===== config.mk =====
export PLATFORM = sky130hd
export DESIGN_NAME = player_physics
export DESIGN_NICKNAME = d
export VERILOG_FILES = /design/src/rtl/player_physics.sv
export SDC_FILE = /design/constraint.sdc
export NUM_CORES = 1
export LEC_CHECK = 0
export BUFFER_PORTS_ARGS = -buffer_cell sky130_fd_sc_hd__buf_2
export CORE_ASPECT_RATIO = 2
export CORE_MARGIN = 8
export CORE_UTILIZATION = 58
export CTS_BUF_LIST = sky130_fd_sc_hd__clkbuf_4
export CTS_CLUSTER_DIAMETER = 30
export DETAILED_ROUTE_END_ITERATION = 12
export GPL_TIMING_DRIVEN = 0
export PLACE_DENSITY = 0.82
export SYNTH_ARGS = -nofsm -noshare
export SYNTH_HDL_FRONTEND = slang
export SYNTH_SLANG_ARGS = --single-unit

===== constraint.sdc =====
create_clock -name clk -period 7.7 [get_ports clk]
set_input_delay 1.54 -clock clk [delete_from_list [all_inputs] [get_ports clk]]
set_output_delay 1.54 -clock clk [all_outputs]
set_load 0.01 [all_outputs]

===== src/rtl/player_physics.sv =====
// player_physics: lane-runner player state (jump/duck/lane), score, half-block ticks and collision.
module player_physics #(
  parameter int NUM_LANES         = 3,
  parameter int GRAVITY           = 3,
  parameter int JUMP_VELOCITY     = 10,
  parameter int DUCK_LIMIT        = 15,
  parameter int LOW_CLEAR         = 16,
  parameter int HALF_BLOCK_LENGTH = 32,
  parameter int SPEED             = 1
) (
  input  logic                         clk,
  input  logic                         rst,
  input  logic                         new_frame,
  input  logic                         jump,
  input  logic                         duck,
  input  logic                         left,
  input  logic                         right,
  input  logic                         obstacle_valid,
  input  logic [$clog2(NUM_LANES)-1:0] obstacle_lane,
  input  logic [1:0]                   obstacle_type,
  output logic                         game_over,
  output logic [$clog2(NUM_LANES)-1:0] player_lane,
  output logic signed [15:0]           player_height,
  output logic [15:0]                  player_score,
  output logic                         airborne,
  output logic                         ducking,
  output logic                         half_block_tick
);
  localparam int LW = $clog2(NUM_LANES);
  localparam logic signed [7:0] JV = 8'(JUMP_VELOCITY);
  localparam logic signed [7:0] GR = 8'(GRAVITY);
  localparam logic signed [15:0] LC = 16'(LOW_CLEAR);
  typedef enum logic [1:0] {GROUND, AIR, DUCK, DEAD} state_t;
  state_t state, state_n;
  logic signed [7:0] vel, vel_n, v_eff;
  logic signed [15:0] height_n;
  logic signed [16:0] h_sum;
  logic [LW-1:0] lane_n;
  logic [15:0] score_n, cnt, cnt_n, hb, hb_n;
  logic [31:0] s_sum, hb_sum;
  logic pj, pl, pr, je, le, re, hit, adv, wrap, tick_n;
  always_ff @(posedge clk) begin
    if (rst) begin
      state           <= GROUND;
      player_lane     <= LW'(NUM_LANES / 2);
      player_height   <= '0;
      vel             <= '0;
      player_score    <= '0;
      cnt             <= '0;
      hb              <= '0;
      {pj, pl, pr}    <= '0;
      half_block_tick <= 1'b0;
    end else begin
      state           <= state_n;
      player_lane     <= lane_n;
      player_height   <= height_n;
      vel             <= vel_n;
      player_score    <= score_n;
      cnt             <= cnt_n;
      hb              <= hb_n;
      half_block_tick <= tick_n;
      if (adv) {pj, pl, pr} <= {jump, left, right};
    end
  end
  // Collision looks at the registered state, so it precedes any same-cycle frame update.
  assign hit = obstacle_valid && obstacle_lane == player_lane && state != DEAD &&
               (obstacle_type == 2'd3 || (obstacle_type == 2'd2 && state != DUCK) ||
                (obstacle_type == 2'd1 && player_height < LC));
  assign adv    = new_frame && state != DEAD && !hit;
  assign je     = jump & ~pj;
  assign le     = left & ~pl;
  assign re     = right & ~pr;
  assign v_eff  = duck ? -JV : vel;
  assign h_sum  = {player_height[15], player_height} + 17'(v_eff);
  assign s_sum  = 32'(player_score) + 32'(SPEED);
  assign hb_sum = 32'(hb) + 32'(SPEED % HALF_BLOCK_LENGTH);
  assign wrap   = hb_sum >= 32'(HALF_BLOCK_LENGTH);
  always_comb begin
    state_n  = hit ? DEAD : state;
    height_n = player_height;
    vel_n    = vel;
    lane_n   = player_lane;
    score_n  = player_score;
    cnt_n    = cnt;
    hb_n     = hb;
    tick_n   = 1'b0;
    if (adv) begin
      score_n = s_sum > 32'hFFFF ? 16'hFFFF : s_sum[15:0];
      hb_n    = 16'(wrap ? hb_sum - 32'(HALF_BLOCK_LENGTH) : hb_sum);
      tick_n  = wrap;
      lane_n  = (le && !re && player_lane != '0) ? player_lane - LW'(1) :
                (re && !le && player_lane != LW'(NUM_LANES - 1)) ? player_lane + LW'(1) : player_lane;
      case (state)
        GROUND: begin
          if (duck) begin
            state_n = DUCK;
            cnt_n   = 16'd1;
          end else if (je) begin
            state_n  = AIR;
            height_n = 16'(JV);
            vel_n    = JV - GR;
          end
        end
        AIR: begin
          if (h_sum <= 17'sd0) begin
            height_n = '0;
            vel_n    = '0;
            state_n  = duck ? DUCK : GROUND;
            cnt_n    = duck ? 16'd1 : 16'd0;
          end else begin
            height_n = h_sum[15:0];
            vel_n    = v_eff - GR;
          end
        end
        DUCK: begin
          if (cnt < 16'(DUCK_LIMIT)) cnt_n = cnt + 16'd1;
          else begin
            state_n = duck ? DUCK : GROUND;
            cnt_n   = duck ? 16'd1 : 16'd0;
          end
        end
        default: ;
      endcase
    end
  end
  always_comb begin
    game_over = state == DEAD;
    airborne  = state == AIR;
    ducking   = state == DUCK;
  end
endmodule


==> metrics.txt, run 1 <==
# TYPE chip_impl_metric gauge
chip_impl_metric{name="globalRouteOverflowTotal",unit=""} 0
chip_impl_metric{name="finalWirelength",unit="um"} 16400
chip_impl_metric{name="drt-wirelength-per-cell",unit="um"} 18.9
chip_impl_info{name="run_status",value="finished, violations left"} 1
chip_impl_info{name="failing_checks",value="DRC"} 1
chip_impl_metric{name="areaGrowthSynthToFinish",unit="%"} 9.22
chip_impl_info{name="critical_path.reg2reg.startpoint",value="vel[7]"} 1
chip_impl_metric{name="grt_usage",unit="%"} 25.1
chip_impl_metric{name="hold_viol",unit=""} 0
chip_impl_metric{name="cp_num_buf_inv",unit=""} 4
chip_impl_info{name="yosys.area.top_type",value="dfxtp_1"} 1
chip_impl_metric{name="yosysWarningCount",unit=""} 0
chip_impl_metric{name="worst_pin_slew",unit="ps"} 811
chip_impl_metric{name="multi_input_comb_area",unit="mm^2"} 0.00354
chip_impl_metric{name="ys_ff_latch",unit=""} 80
chip_impl_metric{name="port_buffers",unit=""} 48
chip_impl_metric{name="achievable-frequency",unit="MHz"} 189
chip_impl_metric{name="clkSlewWorstSetupHoldPaths",unit="ps"} 140
chip_impl_metric{name="first_global_vias",unit=""} 5617
chip_impl_metric{name="finalWeightedCongestion",unit=""} 0.955
chip_impl_metric{name="post_drt_via_cell_ratio",unit=""} 6.52
chip_impl_info{name="hp-start",value="pl"} 1
chip_impl_metric{name="min_period",unit="ps"} 5280
chip_impl_metric{name="synth-seq-area-share",unit="%"} 29.5
chip_impl_metric{name="die_width",unit="um"} 84.4
chip_impl_metric{name="detailroute.via_count",unit=""} 5652
chip_impl_metric{name="global_route_wire_length_before_repair",unit="um"} 26500
chip_impl_info{name="synthFlopType",value="dfxtp_1"} 1
chip_impl_metric{name="drt_iter0_markers",unit=""} 309
chip_impl_metric{name="postCtsSetupBuffers",unit=""} 0
chip_impl_metric{name="nNetsFinal",unit=""} 798
chip_impl_metric{name="layout.filler_cells",unit=""} 819
chip_impl_metric{name="die_area",unit="mm^2"} 0.0129
chip_impl_metric{name="required_time_of_the_critical_path",unit="ps"} 8100
chip_impl_metric{name="synth_largest_type_area_fraction",unit="%"} 29.5
chip_impl_metric{name="cts_resized",unit=""} 0
chip_impl_metric{name="final-setup-viol-count",unit=""} 0
chip_impl_info{name="cp_top_family",value="compound AO/OA/AOI/OAI gates"} 1
chip_impl_metric{name="min_period_over_period",unit="%"} 68.5
chip_impl_metric{name="maxCapViolations",unit=""} 0
chip_impl_info{name="clock_tree_from_tritoncts",value="built"} 1
chip_impl_info{name="crit_type",value="in -> reg"} 1
chip_impl_info{name="synth.most_common_cell",value="dfxtp_1"} 1
chip_impl_metric{name="slowest_cell_delay_on_critical_path",unit="ps"} 600
chip_impl_info{name="r2r-end",value="player_height[7]"} 1
chip_impl_info{name="synth.top_cells.by_area",value="dfxtp_1 30%, ha_1 6.2%, a21oi_1 6.1%, nor2_1 5.0%, nand2_1 4.3%"} 1
chip_impl_metric{name="core-area",unit="mm^2"} 0.00926
chip_impl_metric{name="cts_hold_buffers",unit=""} 0
chip_impl_metric{name="cts.sink_count",unit=""} 80
chip_impl_info{name="hold_end",value="pl"} 1
chip_impl_metric{name="slew_headroom",unit="%"} 45.5
chip_impl_metric{name="critical_path.max_fanout",unit=""} 10
chip_impl_metric{name="final_antenna_net_count",unit=""} 0
chip_impl_metric{name="synth_enable_flop_cells",unit=""} 0
chip_impl_metric{name="share_of_cells_above_drive_strength_1",unit="%"} 12.2
chip_impl_metric{name="finalSetupTns",unit="ps"} 0
chip_impl_info{name="critPathCaptureType",value="register"} 1
chip_impl_metric{name="rrSetupSlack",unit="ps"} 3510
chip_impl_metric{name="finalCoreUtilization",unit="%"} 64.0
chip_impl_metric{name="io-pin-count",unit=""} 50
chip_impl_metric{name="fp.dieH",unit="um"} 153
chip_impl_metric{name="syn-num-nets",unit=""} 739
chip_impl_metric{name="drtPass1Iterations",unit=""} 9
chip_impl_info{name="synth_top_cells_by_count",value="80 x dfxtp_1, 72 x nor2_1, 66 x a21oi_1"} 1
chip_impl_metric{name="count_of_cells_along_the_worst_hold_path",unit=""} 2
chip_impl_metric{name="syn-cell-area",unit="mm^2"} 0.00543
chip_impl_metric{name="cts-buffers-inserted",unit=""} 9
chip_impl_metric{name="vdd_drop_max",unit="mV"} 0.0974
chip_impl_metric{name="fraction_of_synthesis_flops_using_an_asynchronous_set_or_reset_pin",unit="%"} 0
chip_impl_metric{name="worstPathArrival",unit="ps"} 5680
chip_impl_metric{name="final_max_slew_viol_count",unit=""} 0
chip_impl_info{name="timing.hold.worst.class",value="reg -> reg"} 1
chip_impl_metric{name="initial_utilization",unit="%"} 58.6
chip_impl_info{name="startpoint_type",value="input pin"} 1
chip_impl_metric{name="clk-insertion-delay-late",unit="ps"} 450
chip_impl_metric{name="syn-mean-instance-area",unit="um^2"} 7.76
chip_impl_info{name="cp_cell_instances",value="buf_2 > clkbuf_1 > or2_2 > clkbuf_1 > ha_1 > a211oi_1 > o211ai_1 > a21oi_1 > a211oi_1 > a211o_1 > xnor2_1 > a21oi_1 > clkbuf_1 > a22oi_1 > nor2_1"} 1
chip_impl_metric{name="length_in_cells_of_the_worst_reg_to_reg_path",unit=""} 13
chip_impl_metric{name="power",unit="uW"} 1200
chip_impl_metric{name="leakagePower",unit="uW"} 0.00239
chip_impl_metric{name="dp_hpwl",unit="um"} 12600
chip_impl_metric{name="drt_drc_violations_left",unit=""} 1
chip_impl_info{name="rsz0062_at_grt",value="no"} 1
chip_impl_metric{name="clk_path_buf_depth",unit=""} 2
chip_impl_metric{name="final.setup_skew",unit="ps"} 12.4
chip_impl_info{name="critical-path-slowest-cell",value="a21oi_1"} 1
chip_impl_metric{name="cts_max_level",unit=""} 3
chip_impl_metric{name="power_density",unit="mW/mm^2"} 202
chip_impl_metric{name="number_of_standard_cell_rows_in_the_floorplan",unit=""} 50
chip_impl_info{name="ctsRootBufferMaster",value="clkbuf_4"} 1
chip_impl_metric{name="seq_area",unit="mm^2"} 0.00160
chip_impl_info{name="critical_path.most_common_cell",value="clkbuf_1"} 1
chip_impl_metric{name="synthesis.instances",unit=""} 699
chip_impl_metric{name="post_synth_num_cell_types",unit=""} 79
chip_impl_metric{name="maximum_number_of_pins_on_one_net_before_global_route_repair",unit=""} 14
chip_impl_metric{name="antenna_violations_before_repair",unit=""} 1
==> kinds of logic (layout without fill, tap and decap cells) <==
logic type	Yosys count	in the layout	share of synthesized area [%]
compound gates	195	195	23.6
xor+xnor	37	37	5.97
fa+ha+maj	28	28	6.59
buf+inv	65	128	5.19
flops	80	80	29.5
mux	7	7	1.34
other cells	0	1	0
simple gates	287	287	27.8
==> metal layers <==
layer,routed length (um),track usage [%],vias up
li1,-,-,2681
met1,5840,23.0,2689
met2,9020,48.1,218
met3,732,4.97,64
met4,771,16.3,0
met5,0,0,-
==> sequential cells by signal, indices dropped and copies added, names as in the netlist <==
register and count:
hb 16, vel 8, state 2, half_block_tick 1, player_score 16, pj 1, player_lane 2, pr 1
player_height 16, pl 1, cnt 16
==> worst register-to-register path: stages (launching register included) <==
cell and delay (ps):
dfxtp_1 350, or2_2 410, ha_1 310, clkbuf_1 290
a21oi_1 120, o21ai_0 420, o2bb2ai_1 180, a41oi_1 110
a31oi_1 380, nand3_1 180, a21oi_1 580, clkbuf_1 500
a22oi_1 180, nor2_1 130
==> through the flow <==
step | std cells | setup WS [ps] | area, um^2 | hold slack, ps
3_3_place_gp | 851 | 2120 | 5800 | 437
2_1_floorplan | 699 | 2900 | 5430 | 425
6_report | 867 | 2420 | 5930 | 469
4_1_cts | 866 | 2520 | 5920 | 469
3_5_place_dp | 851 | 2050 | 5800 | 451
5_1_grt | 867 | 2160 | 5930 | 485
==> power breakdown <==
group	switching [uW]	internal [uW]	total, uW
Clock	154	96.2	250
Sequential	35.2	451	486
Combinational	281	180	462
==> cell type report <==
| class | instances | area share, % |
|---|---|---|
| multi-input cells | 554 | 59.8 |
| well taps | 104 | 2.20 |
| plain buffers | 35 | 2.85 |
| diodes | 1 | 0.0422 |
| clock inverters | 6 | 1.01 |
| flip-flops and latches | 80 | 27.0 |
| clock buffers | 9 | 1.14 |
| repair buffers | 48 | 4.05 |
| inverters | 30 | 1.90 |
==> cells in the final DEF (no fill, tap or decap), drive strengths merged, types with 7 or more instances in the layout <==
| master | n |
|---|---|
| and3 | 13 |
| clkbuf | 32 |
| or2 | 7 |
| buf | 58 |
| inv | 31 |
| nand2b | 7 |
| xnor2 | 20 |
| nor4 | 13 |
| nor2b | 9 |
| dfxtp | 80 |
| nand4 | 12 |
| nand3 | 18 |
| nor2 | 72 |
| or3 | 12 |
| xor2 | 17 |
| a22oi | 12 |
| a21oi | 67 |
| a311oi | 9 |
| nor3 | 23 |
| ha | 27 |
| a211oi | 14 |
| nand2 | 62 |
| nor3b | 8 |
| o21ai | 32 |
==> how the worst max path moves through the flow <==
stage	start	endpoint	slack [ps]	cells past startpoint
after floorplan	duck	cnt[0]	2900	12
after global placement	duck	player_height[2]	2120	15
after detailed placement	duck	player_height[7]	2050	15
after CTS	duck	player_height[7]	2520	15
after global routing	duck	player_height[2]	2160	15
final	duck	player_height[7]	2420	15
Note: power is estimated with default switching activity, not from simulation.
==> run 2, diff against run 1 <==
Clock period 7.7 ns to 4.9 ns, I/O delays scaled along.
==> run 2 against run 1 <==
The run now ends clean. Core utilization barely moved. Setup slack got worse by 2100 ps. Total power rose by 57%. First-iteration DRC count rose by 5.2%. Highest routed layer unchanged.
==> metrics.txt, run 2 (synthesis gave the netlist of run 1 again) <==
# TYPE chip_impl_metric gauge
chip_impl_info{name="run_status",value="finished, final reports clean"} 1
chip_impl_metric{name="clk_path_buf_depth",unit=""} 2
chip_impl_metric{name="clkSlewWorstSetupHoldPaths",unit="ps"} 120
chip_impl_metric{name="core-area",unit="mm^2"} 0.00926
chip_impl_info{name="critical_path.reg2reg.startpoint",value="vel[7]"} 1
chip_impl_info{name="clock_tree_from_tritoncts",value="built"} 1
chip_impl_metric{name="critical_path.max_fanout",unit=""} 10
chip_impl_metric{name="clk-insertion-delay-late",unit="ps"} 450
chip_impl_info{name="critPathCaptureType",value="register"} 1
chip_impl_metric{name="comb_power_share",unit="%"} 38.5
chip_impl_metric{name="finalWirelength",unit="um"} 16500
chip_impl_metric{name="die_area",unit="mm^2"} 0.0129
chip_impl_metric{name="share_seq_of_total_power",unit="%"} 40.6
chip_impl_metric{name="fp.dieH",unit="um"} 153
chip_impl_info{name="r2r-end",value="cnt[0]"} 1
chip_impl_metric{name="min_period_over_period",unit="%"} 93.9
chip_impl_metric{name="maxCapViolations",unit=""} 0
chip_impl_metric{name="slowest_cell_delay_on_critical_path",unit="ps"} 450
chip_impl_metric{name="hold_viol",unit=""} 0
chip_impl_metric{name="cts.sink_count",unit=""} 80
chip_impl_metric{name="leakagePower",unit="uW"} 0.00238
chip_impl_metric{name="count_of_cells_along_the_worst_hold_path",unit=""} 2
chip_impl_metric{name="maximum_number_of_pins_on_one_net_before_global_route_repair",unit=""} 14
chip_impl_metric{name="slew_headroom",unit="%"} 44.5
chip_impl_metric{name="number_of_standard_cell_rows_in_the_floorplan",unit=""} 50
chip_impl_metric{name="final_max_slew_viol_count",unit=""} 0
chip_impl_info{name="startpoint_type",value="input pin"} 1
chip_impl_metric{name="share_of_cells_above_drive_strength_1",unit="%"} 12.3
chip_impl_metric{name="final_antenna_net_count",unit=""} 0
chip_impl_metric{name="antenna_violations_before_repair",unit=""} 1
chip_impl_metric{name="final.setup_skew",unit="ps"} 12.8
chip_impl_metric{name="first_global_vias",unit=""} 5617
chip_impl_metric{name="power",unit="uW"} 1880
chip_impl_metric{name="global_route_wire_length_before_repair",unit="um"} 26500
chip_impl_metric{name="initial_utilization",unit="%"} 58.6
chip_impl_metric{name="finalCoreUtilization",unit="%"} 64.1
chip_impl_metric{name="detailroute.via_count",unit=""} 5714
chip_impl_metric{name="worst_pin_slew",unit="ps"} 825
chip_impl_metric{name="dpl.cell_count",unit=""} 851
chip_impl_metric{name="finalWeightedCongestion",unit=""} 0.955
chip_impl_info{name="hold_end",value="cnt[14]"} 1
chip_impl_info{name="layout_commonest_cell",value="dfxtp_1"} 1
chip_impl_metric{name="globalRouteOverflowTotal",unit=""} 0
chip_impl_metric{name="layoutNonFillerInstCount",unit=""} 867
chip_impl_metric{name="cts-buffers-inserted",unit=""} 9
chip_impl_metric{name="post_drt_via_cell_ratio",unit=""} 6.59
chip_impl_metric{name="length_in_cells_of_the_worst_reg_to_reg_path",unit=""} 11
chip_impl_info{name="rsz0062_at_grt",value="no"} 1
chip_impl_info{name="critical-path-slowest-cell",value="or2_2"} 1
chip_impl_metric{name="cts_hold_buffers",unit=""} 0
chip_impl_metric{name="final-setup-viol-count",unit=""} 0
chip_impl_metric{name="drtPass1Iterations",unit=""} 9
chip_impl_info{name="crit_type",value="in -> reg"} 1
chip_impl_metric{name="die_width",unit="um"} 84.4
chip_impl_metric{name="rrSetupSlack",unit="ps"} 820
chip_impl_metric{name="cts_max_level",unit=""} 3
chip_impl_info{name="cp_cell_instances",value="buf_2 > clkbuf_1 > or2_2 > ha_1 > a211o_1 > a221oi_2 > o2bb2ai_1 > a311o_1 > nor4_2 > and4_4 > a21oi_4 > nor2_1 > mux2_2"} 1
chip_impl_info{name="cp_top_family",value="simple AND/OR/NAND/NOR gates"} 1
chip_impl_metric{name="port_buffers",unit=""} 48
chip_impl_metric{name="drt-wirelength-per-cell",unit="um"} 19.0
chip_impl_info{name="layout.cells.most_common_list",value="80 x dfxtp_1, 72 x nor2_1, 65 x a21oi_1"} 1
chip_impl_metric{name="timing.hold.ws",unit="ps"} 467
chip_impl_metric{name="power_density",unit="mW/mm^2"} 317
chip_impl_metric{name="min_period",unit="ps"} 4600
chip_impl_info{name="ctsRootBufferMaster",value="clkbuf_4"} 1
chip_impl_info{name="hp-start",value="cnt[14]"} 1
chip_impl_metric{name="drt_iter0_markers",unit=""} 325
chip_impl_metric{name="io-pin-count",unit=""} 50
chip_impl_metric{name="internal-power",unit="uW"} 1140
chip_impl_metric{name="clockPowerShare",unit="%"} 20.9
chip_impl_metric{name="p_sw_share",unit="%"} 39.2
chip_impl_metric{name="cts_resized",unit=""} 0
chip_impl_metric{name="areaGrowthSynthToFinish",unit="%"} 9.29
chip_impl_metric{name="worstPathArrival",unit="ps"} 4950
chip_impl_metric{name="cp_num_buf_inv",unit=""} 2
chip_impl_metric{name="net-switching-power",unit="uW"} 739
chip_impl_info{name="timing.hold.worst.class",value="reg -> reg"} 1
chip_impl_metric{name="achievable-frequency",unit="MHz"} 217
chip_impl_metric{name="grt_usage",unit="%"} 25.1
chip_impl_metric{name="required_time_of_the_critical_path",unit="ps"} 5250
chip_impl_metric{name="vdd_drop_max",unit="mV"} 0.151
chip_impl_metric{name="drt_drc_violations_left",unit=""} 0
chip_impl_metric{name="postCtsSetupBuffers",unit=""} 0
chip_impl_metric{name="nNetsFinal",unit=""} 798
chip_impl_metric{name="dp_hpwl",unit="um"} 12600
[run 2: cell count changes in the layout (fill, tap and decap cells not counted)]
| cell | change |
|---|---|
| a21oi_2 | +1 |
| a21oi_1 | -1 |
[run 2: routing by layer]
layer	vias to the layer above	share of wire (%)	track usage, %
li1	2682	-	-
met1	2703	35	23.0
met2	255	54	48.1
met3	74	5.2	4.97
met4	0	5.2	16.3
met5	-	0	0
[run 2: power groups by stage]
| stage | Sequential, uW | Clock (uW) | Combinational [uW] |
|---|---|---|---|
| floorplan | 769 | 0 | 546 |
| global placement | 772 | 0 | 683 |
| detailed placement | 777 | 0 | 708 |
| CTS | 763 | 395 | 714 |
| global route | 772 | 421 | 792 |
| finish | 764 | 394 | 724 |
[run 2: layout make-up]
cell class / instances / area [um^2]
clock inverter: 6 / 60.1
clock buffer: 9 / 67.6
multi-input combinational: 554 / 3550
sequential: 80 / 1600
inverter: 30 / 113
fill: 819 / 3330
tap: 104 / 130
timing repair buffer: 48 / 240
buffer: 35 / 169
antenna: 1 / 2.50
[run 2: worst max path at each step]
stage                  endpoint  depth (start not counted)  startpoint  slack [ps]
2_1_floorplan            cnt[0]                         12        duck         660
3_3_place_gp   player_height[2]                         15        duck        -120
3_5_place_dp   player_height[7]                         15        duck        -190
4_1_cts        player_height[7]                         15        duck         280
5_1_grt                  cnt[0]                         14        duck          40
6_report                 cnt[0]                         13        duck         300
[run 2: worst register-to-register path, cell delays in order, from the launching register on]
cell and delay, ps:
dfxtp_1 350, or2_2 410, ha_1 410, a211o_1 400, a221oi_2 270, o2bb2ai_1 100
a311o_1 370, nor4_2 390, and4_4 340, a21oi_4 110, nor2_1 440, mux2_2 390
[run 2: per-stage QoR]
| stage | setup TNS (ps) | cell area [um^2] | worst slack, ps |
|---|---|---|---|
| floorplan | 0 | 5430 | 659 |
| global placement | -1090 | 5800 | -124 |
| detailed placement | -1510 | 5800 | -189 |
| CTS | 0 | 5920 | 281 |
| global route | 0 | 5930 | 35.3 |
| finish | 0 | 5930 | 301 |
